`src/rtl/event_rate_led_meter.sv`:
```
// rtl/event_rate_led_meter.sv - multi-channel windowed event-rate meter with LED display modes
//
// Purpose:
//   Counts single-cycle event pulses per channel over a fixed window of
//   TICK_CYC clocks, latches the per-channel rates at the end of each window,
//   tracks a held peak per channel and renders one of four views on the LEDs.
//   Event inputs are assumed to be in the clk domain already.
//
// Ports:
//   clk         single clock for all logic
//   rst         synchronous, active-high reset
//   event_in    per-channel event pulses, one count per high cycle
//   mode        0=raw, 1=log bar, 2=activity, 3=peak-hold
//   ch_sel      channel shown in modes 0/1/3 (out-of-range selects blank the LEDs)
//   clear       synchronous soft clear, same effect as rst
//   led         LED drive, high = on (registered)
//   rate_out    latched rates, channel i in bits [i*CNT_W +: CNT_W]
//   rate_valid  one-cycle pulse when rate_out updates
//   overflow    channel saturated during the last completed window

module event_rate_led_meter #(
  parameter int NUM_CH       = 4,
  parameter int CNT_W        = 16,
  parameter int LED_W        = 4,
  parameter int CLK_HZ       = 25_000_000,
  parameter int WINDOW_MS    = 100,
  parameter int HOLD_WINDOWS = 8,
  localparam int SEL_W       = (NUM_CH > 1) ? $clog2(NUM_CH) : 1
) (
  input  logic                    clk,
  input  logic                    rst,
  input  logic [NUM_CH-1:0]       event_in,
  input  logic [1:0]              mode,
  input  logic [SEL_W-1:0]        ch_sel,
  input  logic                    clear,
  output logic [LED_W-1:0]        led,
  output logic [NUM_CH*CNT_W-1:0] rate_out,
  output logic                    rate_valid,
  output logic [NUM_CH-1:0]       overflow
);

  localparam int TICK_CYC = (CLK_HZ / 1000) * WINDOW_MS;
  localparam int WIN_W    = (TICK_CYC > 1) ? $clog2(TICK_CYC) : 1;
  localparam int HOLD_W   = (HOLD_WINDOWS > 1) ? $clog2(HOLD_WINDOWS) : 1;
  localparam int MW       = (CNT_W > LED_W) ? CNT_W : LED_W;

  localparam logic [WIN_W-1:0]  WIN_LAST  = WIN_W'(TICK_CYC - 1);
  localparam logic [HOLD_W-1:0] HOLD_LOAD = HOLD_W'(HOLD_WINDOWS - 1);
  localparam logic [CNT_W-1:0]  CNT_MAX   = {CNT_W{1'b1}};
  localparam logic [SEL_W:0]    NUM_CH_L  = (SEL_W + 1)'(NUM_CH);
  localparam logic [MW-1:0]     LED_MAX_W = MW'({LED_W{1'b1}});

  // Window timing
  logic [WIN_W-1:0] win_cnt;
  logic             tick;

  assign tick = (win_cnt == WIN_LAST);

  // Per-channel measurement state
  logic [CNT_W-1:0]  acc      [NUM_CH];
  logic [CNT_W-1:0]  rate     [NUM_CH];
  logic [CNT_W-1:0]  peak     [NUM_CH];
  logic [HOLD_W-1:0] hold     [NUM_CH];
  logic [NUM_CH-1:0] ovf_pend;

  // Display path
  logic              sel_valid;
  logic [SEL_W-1:0]  sel_idx;
  logic [CNT_W-1:0]  sel_rate;
  logic [CNT_W-1:0]  sel_peak;
  logic [LED_W-1:0]  act_bits;
  logic [LED_W-1:0]  led_next;

  // Saturating raw map: values that do not fit on the LEDs show all ones.
  function automatic logic [LED_W-1:0] raw_map(input logic [CNT_W-1:0] v);
    logic [MW-1:0] vw;
    vw = MW'(v);
    if (vw > LED_MAX_W) begin
      return {LED_W{1'b1}};
    end
    return vw[LED_W-1:0];
  endfunction

  // Log bar: LED j is lit when v >= 2^j, which lights exactly the lowest
  // min(LED_W, bit_length(v)) LEDs, i.e. floor(log2(v))+1 capped at LED_W.
  function automatic logic [LED_W-1:0] log_map(input logic [CNT_W-1:0] v);
    logic [MW-1:0]    vw;
    logic [LED_W-1:0] bar;
    vw  = MW'(v);
    bar = '0;
    for (int j = 0; j < LED_W; j++) begin
      bar[j] = ((vw >> j) != '0);
    end
    return bar;
  endfunction

  // Measurement: window counter, accumulators, rate latch, overflow, peaks.
  // clear shares the reset path so it wins over events and the tick.
  always_ff @(posedge clk) begin
    if (rst || clear) begin
      win_cnt    <= '0;
      rate_valid <= 1'b0;
      ovf_pend   <= '0;
      overflow   <= '0;
      for (int i = 0; i < NUM_CH; i++) begin
        acc[i]  <= '0;
        rate[i] <= '0;
        peak[i] <= '0;
        hold[i] <= '0;
      end
    end else begin
      win_cnt    <= tick ? '0 : win_cnt + WIN_W'(1);
      rate_valid <= tick;
      for (int i = 0; i < NUM_CH; i++) begin
        if (tick) begin
          rate[i]     <= acc[i];
          overflow[i] <= ovf_pend[i] | (event_in[i] & (acc[i] == CNT_MAX));
          // A tick-cycle event opens the next window's count.
          acc[i]      <= event_in[i] ? CNT_W'(1) : '0;
          ovf_pend[i] <= 1'b0;
          // Peak tracks the rate being latched this cycle (acc[i]).
          if (acc[i] >= peak[i]) begin
            peak[i] <= acc[i];
            hold[i] <= HOLD_LOAD;
          end else if (hold[i] == '0) begin
            peak[i] <= acc[i];
          end else begin
            hold[i] <= hold[i] - HOLD_W'(1);
          end
        end else if (event_in[i]) begin
          if (acc[i] == CNT_MAX) begin
            ovf_pend[i] <= 1'b1;
          end else begin
            acc[i] <= acc[i] + CNT_W'(1);
          end
        end
      end
    end
  end

  genvar g;
  generate
    for (g = 0; g < NUM_CH; g++) begin : g_rate_out
      assign rate_out[g*CNT_W +: CNT_W] = rate[g];
    end
    for (g = 0; g < LED_W; g++) begin : g_act
      if (g < NUM_CH) begin : g_used
        assign act_bits[g] = (rate[g] != '0);
      end else begin : g_unused
        assign act_bits[g] = 1'b0;
      end
    end
  endgenerate

  // Channel select; an out-of-range select is steered to channel 0 for the
  // array read and blanked below.
  always_comb begin
    sel_valid = ({1'b0, ch_sel} < NUM_CH_L);
    sel_idx   = sel_valid ? ch_sel : '0;
    sel_rate  = rate[sel_idx];
    sel_peak  = peak[sel_idx];
  end

  always_comb begin
    led_next = '0;
    case (mode)
      2'd0: begin
        if (sel_valid) begin
          led_next = raw_map(sel_rate);
        end
      end
      2'd1: begin
        if (sel_valid) begin
          led_next = log_map(sel_rate);
        end
      end
      2'd2: begin
        led_next = act_bits;
      end
      default: begin
        if (sel_valid) begin
          led_next = raw_map(sel_peak);
        end
      end
    endcase
  end

  always_ff @(posedge clk) begin
    if (rst || clear) begin
      led <= '0;
    end else begin
      led <= led_next;
    end
  end

endmodule

```
`config.mk`:
```
export PLATFORM = sky130hd
export DESIGN_NAME = event_rate_led_meter
export DESIGN_NICKNAME = d
export VERILOG_FILES = /design/src/rtl/event_rate_led_meter.sv
export SDC_FILE = /design/constraint.sdc
export NUM_CORES = 1
export LEC_CHECK = 0
export ABC_AREA = 1
export CAP_MARGIN = 20
export CELL_PAD_IN_SITES_DETAIL_PLACEMENT = 1
export CELL_PAD_IN_SITES_GLOBAL_PLACEMENT = 2
export CORE_MARGIN = 8
export CORE_UTILIZATION = 40
export DETAILED_ROUTE_END_ITERATION = 10
export PLACE_DENSITY = 0.95
export SETUP_SLACK_MARGIN = 0.2
export SYNTH_ARGS = -nofsm -noshare
export SYNTH_HDL_FRONTEND = slang
export SYNTH_SLANG_ARGS = --single-unit
```
`constraint.sdc`:
```
create_clock -name clk -period 9.79 [get_ports clk]
set_input_delay 0.979 -clock clk [delete_from_list [all_inputs] [get_ports clk]]
set_output_delay 0.979 -clock clk [all_outputs]
set_load 0.03 [all_outputs]
```
==> impl_metrics.json, run 1 <==
{
  "peakVddDrop_mv": 0.121,
  "power-per-cell-area_mw_per_mm2": 167,
  "reg2reg_from": "acc[0][15]",
  "path_max_fanout": 50,
  "synth_top_family_by_area": "simple AND/OR/NAND/NOR gates",
  "combPwrFrac_pct": 11.8,
  "ys_seq_elements": 239,
  "seqPwrFrac_pct": 45.4,
  "grt_pass1_vias": 11457,
  "clk_latency_ns": 0.56,
  "wire_per_inst_um": 18.3,
  "cp_cell_sequence": "clkdlybuf4s50_1 -> nor2_1 -> buf_4 -> inv_1 -> nor2_2 -> clkinv_2 -> buf_4 -> nor2_1 -> nand2_1 -> inv_1",
  "internal_power_mw": 1.95,
  "row_count": 67,
  "syn_area_per_cell_um2": 8.47,
  "rsz0062_at_grt": "false",
  "h-tree-depth": 1,
  "p_leak_nw": 6.86,
  "nets": 1775,
  "cap_viol_max_count": 0,
  "start_util_pct": 40.5,
  "setup_viol_count_final": 0,
  "io_buffers": 83,
  "critical_path_buf_inv_count": 6,
  "cts_sinks": 239,
  "drt_iter0_drc": 599,
  "root_buffer": "clkbuf_16",
  "synthesis.area_mm2": 0.0136,
  "fill_cells": 3934,
  "grt_overflow": 0,
  "synthTopCellsByArea": "edfxtp_1, nand2_1, inv_1, ha_1, nor2_1",
  "ys_seq_area_share_pct": 50.3,
  "finalHoldViolCount": 0,
  "r2r_cells": 9,
  "route.detailed.drc": 0,
  "r2r-end": "peak[0][15]",
  "postLayoutCoreUtil_pct": 47.4,
  "synth.mux.area_fraction_pct": 0,
  "synth_compound_gate_area_share_pct": 5.78,
  "wl_um": 39500,
  "critical_path_required_ns": 10.22,
  "setup_tns_ns": 0,
  "cts_made_buffers": 28,
  "die_width_um": 200,
  "core_area_mm2": 0.0334,
  "die_area_mm2": 0.0401,
  "synth-simple-area-share_pct": 24.8,
  "max-clock-path-buffers": 3,
  "cpMaxStageDelayCell": "buf_4",
  "yosys_warnings": 0,
  "r2r_slack_ns": 6.44,
  "cts_setup_buffers": 0,
  "whs_path_depth": 2,
  "yosysTopAreaCell": "edfxtp_1",
  "min_from": "ovf_pend[3]",
  "slowest_delay_ns": 0.53,
  "crit_type": "input port to register",
  "yosysTopAreaCellShare_pct": 45.2,
  "ios": 84,
  "ys_types": 38,
  "clkPwrFrac_pct": 42.8,
  "cp-end-kind": "register",
  "multi_input_comb_area_mm2": 0.00542,
  "fin_crit_sh_pct": 35.8,
  "skew_ns": 0.0160,
  "synth_fa_ha_area_share_pct": 7.10,
  "hold_path_end": "ovf_pend[3]",
  "finalPower_mw": 2.64,
  "drive_gt1_share_pct": 5.56,
  "synth_nets": 1690,
  "synth_xor_area_share_pct": 2.20,
  "worstMarginPinSlew_ns": 1.11,
  "antenna_cells": 0,
  "power_switching_mw": 0.692,
  "grt_max_degree": 74,
  "grt_use_total_pct": 19.2,
  "slew_viol_final": 0,
  "gp_congestion": 0.835,
  "syn-instance-count": 1602,
  "clk_pin_slew_ns": 0.06,
  "die_h_um": 200,
  "syn_to_final_growth_pct": 16.9,
  "cts_resized": 0,
  "min_period_ns": 3.50,
  "via_per_inst": 5.06,
  "dp_hpwl_um": 29200,
  "grt_antenna_before_repair": 0,
  "arrival_ns": 3.93,
  "crit_family": "buffers and inverters",
  "outcome": "complete, no violations",
  "hold_path_class": "register to register",
  "cts_tree": "yes",
  "critPathLaunchType": "input port",
  "hold_buffers": 0,
  "ant_nets": 0,
  "relSlewSlack_pct": 25.9,
  "netSwitchingFraction_pct": 26.2,
  "dr_total_vias": 10923,
  "fmax_ghz": 0.286,
  "seq_area_mm2": 0.00683,
  "dr.pass1.iters": 5,
  "grt_pass1_wl_um": 62300
}
-- power by group through the flow --
stage               combinational, mW  clock (mW)  sequential [mW]
global placement                0.293           0             1.22
CTS                             0.309        1.15             1.20
global route                    0.346        1.18             1.21
finish                          0.311        1.13             1.20
floorplan                       0.180           0             1.23
detailed placement              0.304           0             1.22
-- metrics by stage --
stage | instances | area, µm² | worst slack, ns | hold slack [ns]
floorplan | 1602 | 13600 | 6.21 | 0.418
global placement | 2101 | 14800 | 5.81 | 0.434
detailed placement | 2103 | 14800 | 5.76 | 0.448
CTS | 2155 | 15800 | 6.13 | 0.464
global route | 2157 | 15800 | 6.12 | 0.491
finish | 2157 | 15800 | 6.29 | 0.457
-- metal layers --
| layer | up-vias | global-route usage, % | routed length [µm] |
|---|---|---|---|
| met3 | 65 | 2.42 | 1550 |
| met5 | - | 0 | 0 |
| met4 | 0 | 5.90 | 1110 |
| li1 | 5353 | - | - |
| met2 | 227 | 33.8 | 19400 |
| met1 | 5278 | 24.1 | 17500 |
-- flip-flops by register name (all words and copies together), names as in the netlist --
signal,cells
rate_valid,1
led,4
ovf_pend,4
hold,12
overflow,4
acc,64
win_cnt,22
rate,64
peak,64
-- synthesized netlist by cell type, drive strengths merged --
| cell | number |
|---|---|
| nor2 | 236 |
| edfxtp | 204 |
| o22ai | 1 |
| nand3b | 4 |
| buf | 13 |
| dfxtp | 35 |
| or2 | 9 |
| nor4 | 19 |
| and3 | 1 |
| o21a | 7 |
| nand3 | 78 |
| clkbuf | 24 |
| o31ai | 1 |
| nand4 | 32 |
| nor3 | 32 |
| inv | 305 |
| ha | 77 |
| nor3b | 2 |
| a31oi | 5 |
| o21ai | 52 |
| nand2 | 346 |
| xnor2 | 3 |
| a21oi | 85 |
| xor2 | 31 |
-- area by class of cell --
| type | instances | share of cell area, % |
|---|---|---|
| tap | 448 | 3.54 |
| inverter | 305 | 7.23 |
| clock inverter | 18 | 1.51 |
| timing repair buffer | 92 | 5.76 |
| clock buffer | 34 | 4.70 |
| sequential | 239 | 43.1 |
| multi-input combinational | 1021 | 34.2 |
-- worst reg2reg max path, cell delays in order, from the launching register on --
cell and delay, ns:
edfxtp_1 0.45, ha_1 0.33, nand2_1 0.10, nor4_1 0.56, nand3_1 0.18, nand4_1 0.33, buf_8 0.22, nor2_1 0.06
nor2_1 0.51, buf_4 0.32
-- cells by family after synthesis --
family	after synthesis
adder cells (fa/ha/maj)	77
AND/OR/NAND/NOR	759
buffers and inverters	342
flip-flops	239
AO/OA/AOI/OAI	151
XOR/XNOR	34
-- worst max-delay path by stage --
| stage | start | endpoint | slack (ns) | cells after the start |
|---|---|---|---|---|
| 2_1_floorplan | clear | rate[0][0] | 6.21 | 3 |
| 3_3_place_gp | acc[2][15] | peak[2][14] | 5.81 | 7 |
| 3_5_place_dp | clear | peak[2][14] | 5.76 | 10 |
| 4_1_cts | acc[2][15] | peak[2][13] | 6.13 | 8 |
| 5_1_grt | clear | peak[2][12] | 6.12 | 10 |
| 6_report | clear | peak[2][7] | 6.29 | 10 |
-- layout by cell type, fill, tap and decap left out, types with 20 or more instances in the layout --
cell type,synthesis,layout
clkdlybuf4s50_1,0,83
nor2_1,208,208
o21ai_0,49,48
xor2_1,31,31
nor2_4,20,20
nor3_1,30,30
inv_1,302,302
edfxtp_1,204,204
dfxtp_1,35,35
nand4_1,31,31
nand3_1,77,77
a21oi_1,85,85
nand2_1,345,344
ha_1,77,77
clkbuf_16,0,29
Power figures use the tool's default switching activity.
==> run 2, diff against run 1 <==
--- a/config.mk
+++ b/config.mk
@@ -10,9 +10,9 @@
 export CELL_PAD_IN_SITES_DETAIL_PLACEMENT = 1
 export CELL_PAD_IN_SITES_GLOBAL_PLACEMENT = 2
 export CORE_MARGIN = 8
-export CORE_UTILIZATION = 40
+export CORE_UTILIZATION = 37
 export DETAILED_ROUTE_END_ITERATION = 10
-export PLACE_DENSITY = 0.95
+export PLACE_DENSITY = 0.9
 export SETUP_SLACK_MARGIN = 0.2
 export SYNTH_ARGS = -nofsm -noshare
 export SYNTH_HDL_FRONTEND = slang
==> constraint.sdc (replaced) <==
create_clock -name clk -period 3.4 [get_ports clk]
set_input_delay 0.34 -clock clk [delete_from_list [all_inputs] [get_ports clk]]
set_output_delay 0.34 -clock clk [all_outputs]
set_load 0.03 [all_outputs]
==> run 2 against run 1 <==
Clock skew is 0.0029 ns lower. Utilization is 3.6 points lower. Register-to-register slack worse by 5.8 ns. Clock power grew to 2.8 times the previous value. First-iteration DRC count fell by 2.0%. Wire length is essentially flat. Sequential cell count unchanged. Global-route usage down 1.0 points. Combinational power grew to 2.8 times the previous value. Final cell count grew 1.5%.
==> impl_metrics.json, run 2 (synthesized netlist as in run 1, its figures left out) <==
{
  "antenna_cells": 0,
  "worstMarginPinSlew_ns": 0.914,
  "finalHoldViolCount": 0,
  "via_per_inst": 5.00,
  "ios": 84,
  "dr_total_vias": 10949,
  "cts_resized": 0,
  "nets": 1789,
  "grt_max_degree": 67,
  "fmax_ghz": 0.357,
  "clk_latency_ns": 0.54,
  "cap_viol_max_count": 0,
  "start_util_pct": 37.3,
  "arrival_ns": 3.04,
  "dr.pass1.iters": 5,
  "power-per-cell-area_mw_per_mm2": 470,
  "drt_iter0_drc": 587,
  "cts_sinks": 239,
  "design_area_mm2": 0.0159,
  "grt_use_total_pct": 18.2,
  "cts_setup_buffers": 0,
  "peakVddDrop_mv": 0.355,
  "drive_gt1_share_pct": 6.04,
  "final_common_cell": "nand2_1",
  "skew_ns": 0.0131,
  "gp_congestion": 0.840,
  "most-common-layout-cells": "nand2_1, inv_1, nor2_1",
  "grt_pass1_vias": 11744,
  "relSlewSlack_pct": 39.1,
  "wl_met1_um": 17300,
  "syn_to_final_growth_pct": 17.4,
  "fill_cells": 4301,
  "die_area_mm2": 0.0430,
  "row_count": 70,
  "io_buffers": 83,
  "min_period_ns": 2.80,
  "root_buffer": "clkbuf_16",
  "die_width_um": 207,
  "grt_antenna_before_repair": 0,
  "routed.top_layer": "met4",
  "cts_made_buffers": 29,
  "fin_crit_sh_pct": 82.5,
  "wl_met2_um": 19600,
  "crit_type": "register to register",
  "setup_tns_ns": 0,
  "hold_path_class": "register to register",
  "setup_viol_count_final": 0,
  "critPathLaunchType": "register",
  "max-clock-path-buffers": 3,
  "die_h_um": 207,
  "reg_top3": "acc (64), peak (64), rate (64)",
  "rsz0062_at_grt": "false",
  "dr_wl_met3_um": 1410,
  "post_dp_cell_area_mm2": 0.0150,
  "cp-end-kind": "register",
  "finalPower_mw": 7.48,
  "outcome": "complete, no violations",
  "dp_hpwl_um": 30100,
  "wl_um": 39500,
  "wire_per_inst_um": 18.1,
  "clk_pin_slew_ns": 0.06,
  "critical_path_required_ns": 3.64,
  "slew_viol_final": 0,
  "path_max_fanout": 66,
  "cts_tree": "yes",
  "grt_pass1_wl_um": 63500,
  "h-tree-depth": 1,
  "ant_nets": 0,
  "core_area_mm2": 0.0363,
  "grt_overflow": 0,
  "hold_buffers": 0,
  "route.detailed.drc": 0,
  "p_leak_nw": 6.90
}
## run 2: cell types whose count changed in the layout (fill, tap and decap cells not counted)
cell        previous run  this run
buf_4                  7        22
buf_8                  2         0
bufinv_16              6         5
clkbuf_1               5         9
clkinv_1               7         6
clkinv_2               3         4
clkinvlp_4             3         0
o21ai_1                3         4
o21ai_2                1         0
## run 2: critical path, stage by stage (launching register included)
cell	delay, ns
dfxtp_1	0.35
ha_1	0.18
nand2_1	0.05
inv_1	0.09
nand2_1	0.10
nor2_1	0.14
nand3_2	0.17
nand2_4	0.30
buf_4	0.74
o21ai_0	0.20
inv_1	0.17
## run 2: final timing paths
check	startpoint	to	slack, ns	cells past startpoint
worst max register to register	win_cnt[0]	hold[3][1]	0.60	10
worst max-delay path	win_cnt[0]	hold[3][1]	0.60	10
worst min register to register	win_cnt[0]	win_cnt[0]	0.45	1
worst min-delay path	win_cnt[0]	win_cnt[0]	0.45	1
## run 2: layout make-up
cell class	instances	area [µm²]	share of cell area, %
multi-input combinational	1021	5410	34.0
clock buffer	38	759	4.77
clock inverter	14	188	1.18
timing repair buffer	105	996	6.26
sequential	239	6830	42.9
tap	468	586	3.68
inverter	305	1150	7.20
## run 2: report_power, final
group,internal [mW],switching [mW]
logic,0.287,0.599
registers,3.33,0.132
clock network,1.93,1.20
total,5.55,1.93
## run 2: layer usage
| metal | vias to the layer above | GRT usage, % |
|---|---|---|
| li1 | 5378 | - |
| met5 | - | 0 |
| met3 | 64 | 2.45 |
| met4 | 0 | 5.74 |
| met2 | 165 | 32.5 |
| met1 | 5342 | 22.4 |
## run 2: through the flow
stage,setup WS [ns],hold slack (ns),instances,util [%]
4_1_cts,0.498,0.457,2190,43.8
6_report,0.596,0.453,2190,43.8
3_5_place_dp,0.508,0.444,2138,41.2
5_1_grt,0.330,0.479,2190,43.8
3_3_place_gp,0.558,0.431,2138,41.2
2_1_floorplan,0.514,0.418,1602,-
==> run 3, diff against run 2 <==
--- a/config.mk
+++ b/config.mk
@@ -10,9 +10,9 @@
 export CELL_PAD_IN_SITES_DETAIL_PLACEMENT = 1
 export CELL_PAD_IN_SITES_GLOBAL_PLACEMENT = 2
 export CORE_MARGIN = 8
-export CORE_UTILIZATION = 37
+export CORE_UTILIZATION = 33
 export DETAILED_ROUTE_END_ITERATION = 10
-export PLACE_DENSITY = 0.9
+export PLACE_DENSITY = 0.86
 export SETUP_SLACK_MARGIN = 0.2
 export SYNTH_ARGS = -nofsm -noshare
 export SYNTH_HDL_FRONTEND = slang
==> constraint.sdc (replaced) <==
create_clock -name clk -period 2.31 [get_ports clk]
set_input_delay 0.231 -clock clk [delete_from_list [all_inputs] [get_ports clk]]
set_output_delay 0.231 -clock clk [all_outputs]
set_load 0.03 [all_outputs]
==> run 3 against run 2 <==
Sequential share of layout area down 7.2 points. First-iteration DRC count up 11%. Sequential power up 46%. Via count up 8.2%. Clock power up 41%. Largest cell class is now multi-input combinational cells. Largest power group unchanged.
==> impl_metrics.json, run 3 (synthesized netlist as in run 1, its figures left out) <==
{
  "outcome": "complete, no violations",
  "cts_sinks": 239,
  "seqPwrFrac_pct": 42.9,
  "critPathLaunchType": "register",
  "path_max_fanout": 16,
  "grt_overflow": 0,
  "core_area_mm2": 0.0407,
  "post_dp_cell_area_mm2": 0.0158,
  "design_area_mm2": 0.0191,
  "root_buffer": "clkbuf_16",
  "cp_cell_sequence": "ha_4 -> nand2_4 -> nor4_4 -> nand3_1 -> nand4_1 -> nor2_4 -> nor2_4 -> buf_12",
  "row_count": 74,
  "peakVddDrop_mv": 0.510,
  "hold_path_class": "input port to register",
  "io_buffers": 83,
  "cts_tree": "yes",
  "antenna_cells": 0,
  "nets": 1936,
  "drt_iter0_drc": 654,
  "grt_max_degree": 85,
  "relSlewSlack_pct": 67.0,
  "cts_made_buffers": 30,
  "h-tree-depth": 1,
  "most-common-layout-cells": "nand2_1, inv_1, edfxtp_1",
  "cpMaxStageDelayCell": "edfxtp_1",
  "ant_nets": 0,
  "critical_path_buf_inv_count": 1,
  "clk_pin_slew_ns": 0.06,
  "syn_to_final_growth_pct": 40.9,
  "rsz0062_at_grt": "true",
  "die_h_um": 219,
  "wl_um": 47200,
  "cap_viol_max_count": 0,
  "r2r_slack_ns": 0.02,
  "drive_gt1_share_pct": 29.7,
  "fin_crit_sh_pct": 99.1,
  "min_period_ns": 2.29,
  "grt_antenna_before_repair": 0,
  "combPwrFrac_pct": 19.8,
  "internal_power_mw": 8.39,
  "wire_per_inst_um": 19.6,
  "crit_type": "register to register",
  "dr_total_vias": 11852,
  "netSwitchingFraction_pct": 28.9,
  "grt_pass1_vias": 12076,
  "slew_viol_final": 0,
  "dp_hpwl_um": 31500,
  "reg_top3": "acc (64), peak (64), rate (64)",
  "ios": 84,
  "die_area_mm2": 0.0478,
  "crit_path_frequent_cell": "nor2_4",
  "grt_pass1_wl_um": 66300,
  "setup_viol_count_final": 0,
  "start_util_pct": 33.3,
  "fmax_ghz": 0.437,
  "crit_family": "simple AND/OR/NAND/NOR gates",
  "postLayoutCoreUtil_pct": 46.9,
  "finalHoldViolCount": 0,
  "gp_congestion": 0.869,
  "worstMarginPinSlew_ns": 0.491,
  "grt_use_total_pct": 17.6,
  "hold_buffers": 0,
  "clkPwrFrac_pct": 37.3,
  "power-per-cell-area_mw_per_mm2": 618,
  "slowest_delay_ns": 0.46,
  "via_per_inst": 4.93,
  "power_switching_mw": 3.41,
  "skew_ns": 0.0152,
  "route.detailed.drc": 0,
  "p_leak_nw": 8.18,
  "die_width_um": 219,
  "final_common_cell": "nand2_1",
  "arrival_ns": 2.58,
  "dr.pass1.iters": 5,
  "max-clock-path-buffers": 3,
  "cp-end-kind": "register",
  "clk_latency_ns": 0.58,
  "critical_path_required_ns": 2.60
}
==> run 3: cell count changes in the layout (fill, tap and decap cells not counted), moves of 27 or more <==
cell,previous run,this run
buf_4,22,117
ha_1,77,49
ha_4,0,27
inv_1,302,229
inv_2,2,71
nand2_1,344,258
nand2_4,1,58
nor2_1,208,142
nor2_2,8,48
==> run 3: area by class of cell <==
cell class,instances,area (µm²)
Sequential cell,239,6830
Timing Repair Buffer,251,2590
Fill cell,4671,21600
Inverter,305,1160
Clock buffer,48,858
Multi-Input combinational cell,1021,6950
Tap cell,532,666
Clock inverter,8,55.1
==> run 3: power groups by stage <==
| stage | clock network, mW | logic [mW] | registers (mW) |
|---|---|---|---|
| global placement | 0 | 1.43 | 5.13 |
| detailed placement | 0 | 1.47 | 5.14 |
| global route | 4.67 | 2.51 | 5.08 |
| floorplan | 0 | 0.810 | 5.19 |
| finish | 4.41 | 2.33 | 5.06 |
| CTS | 4.52 | 1.69 | 5.05 |
==> run 3: final timing paths <==
kind,start,end,depth (start not counted)
worst max-delay path,acc[2][14],peak[2][13],8
worst min-delay path,event_in[0],ovf_pend[0],3
worst max register to register,acc[2][14],peak[2][13],8
worst min register to register,win_cnt[0],win_cnt[0],1
==> run 3: timing repair <==
action                                  4_1_cts  5_1_grt
cloned                                        3       11
setup buffers                                18       42
gates resized for setup                      76      398
endpoints found under the setup margin      228      326
pin swaps                                    15       39
==> run 3: metrics by stage <==
step                setup TNS [ns]  hold slack, ns  instances  worst slack, ns  power, mW
floorplan                        0           0.387       1602            0.123       6.00
global placement             -1.34           0.429       2274          -0.0877       6.56
detailed placement           -2.89           0.444       2274           -0.193       6.61
CTS                              0           0.320       2351           0.0921       11.3
global route                 -3.33           0.379       2404          -0.0709       12.3
finish                           0           0.350       2404           0.0212       11.8
==> run 3: worst min-delay path: stages <==
cell             delay (ns)
clkdlybuf4s50_1        0.50
a21oi_1                0.09
nor2_1                 0.07
==> run 3: per-layer routing <==
| metal | track usage (%) | share of wire (%) | vias to the layer above |
|---|---|---|---|
| met2 | 31.0 | 51 | 253 |
| li1 | - | - | 5688 |
| met3 | 2.25 | 4.6 | 77 |
| met1 | 22.0 | 42 | 5834 |
| met5 | 0 | 0 | - |
| met4 | 5.60 | 2.9 | 0 |
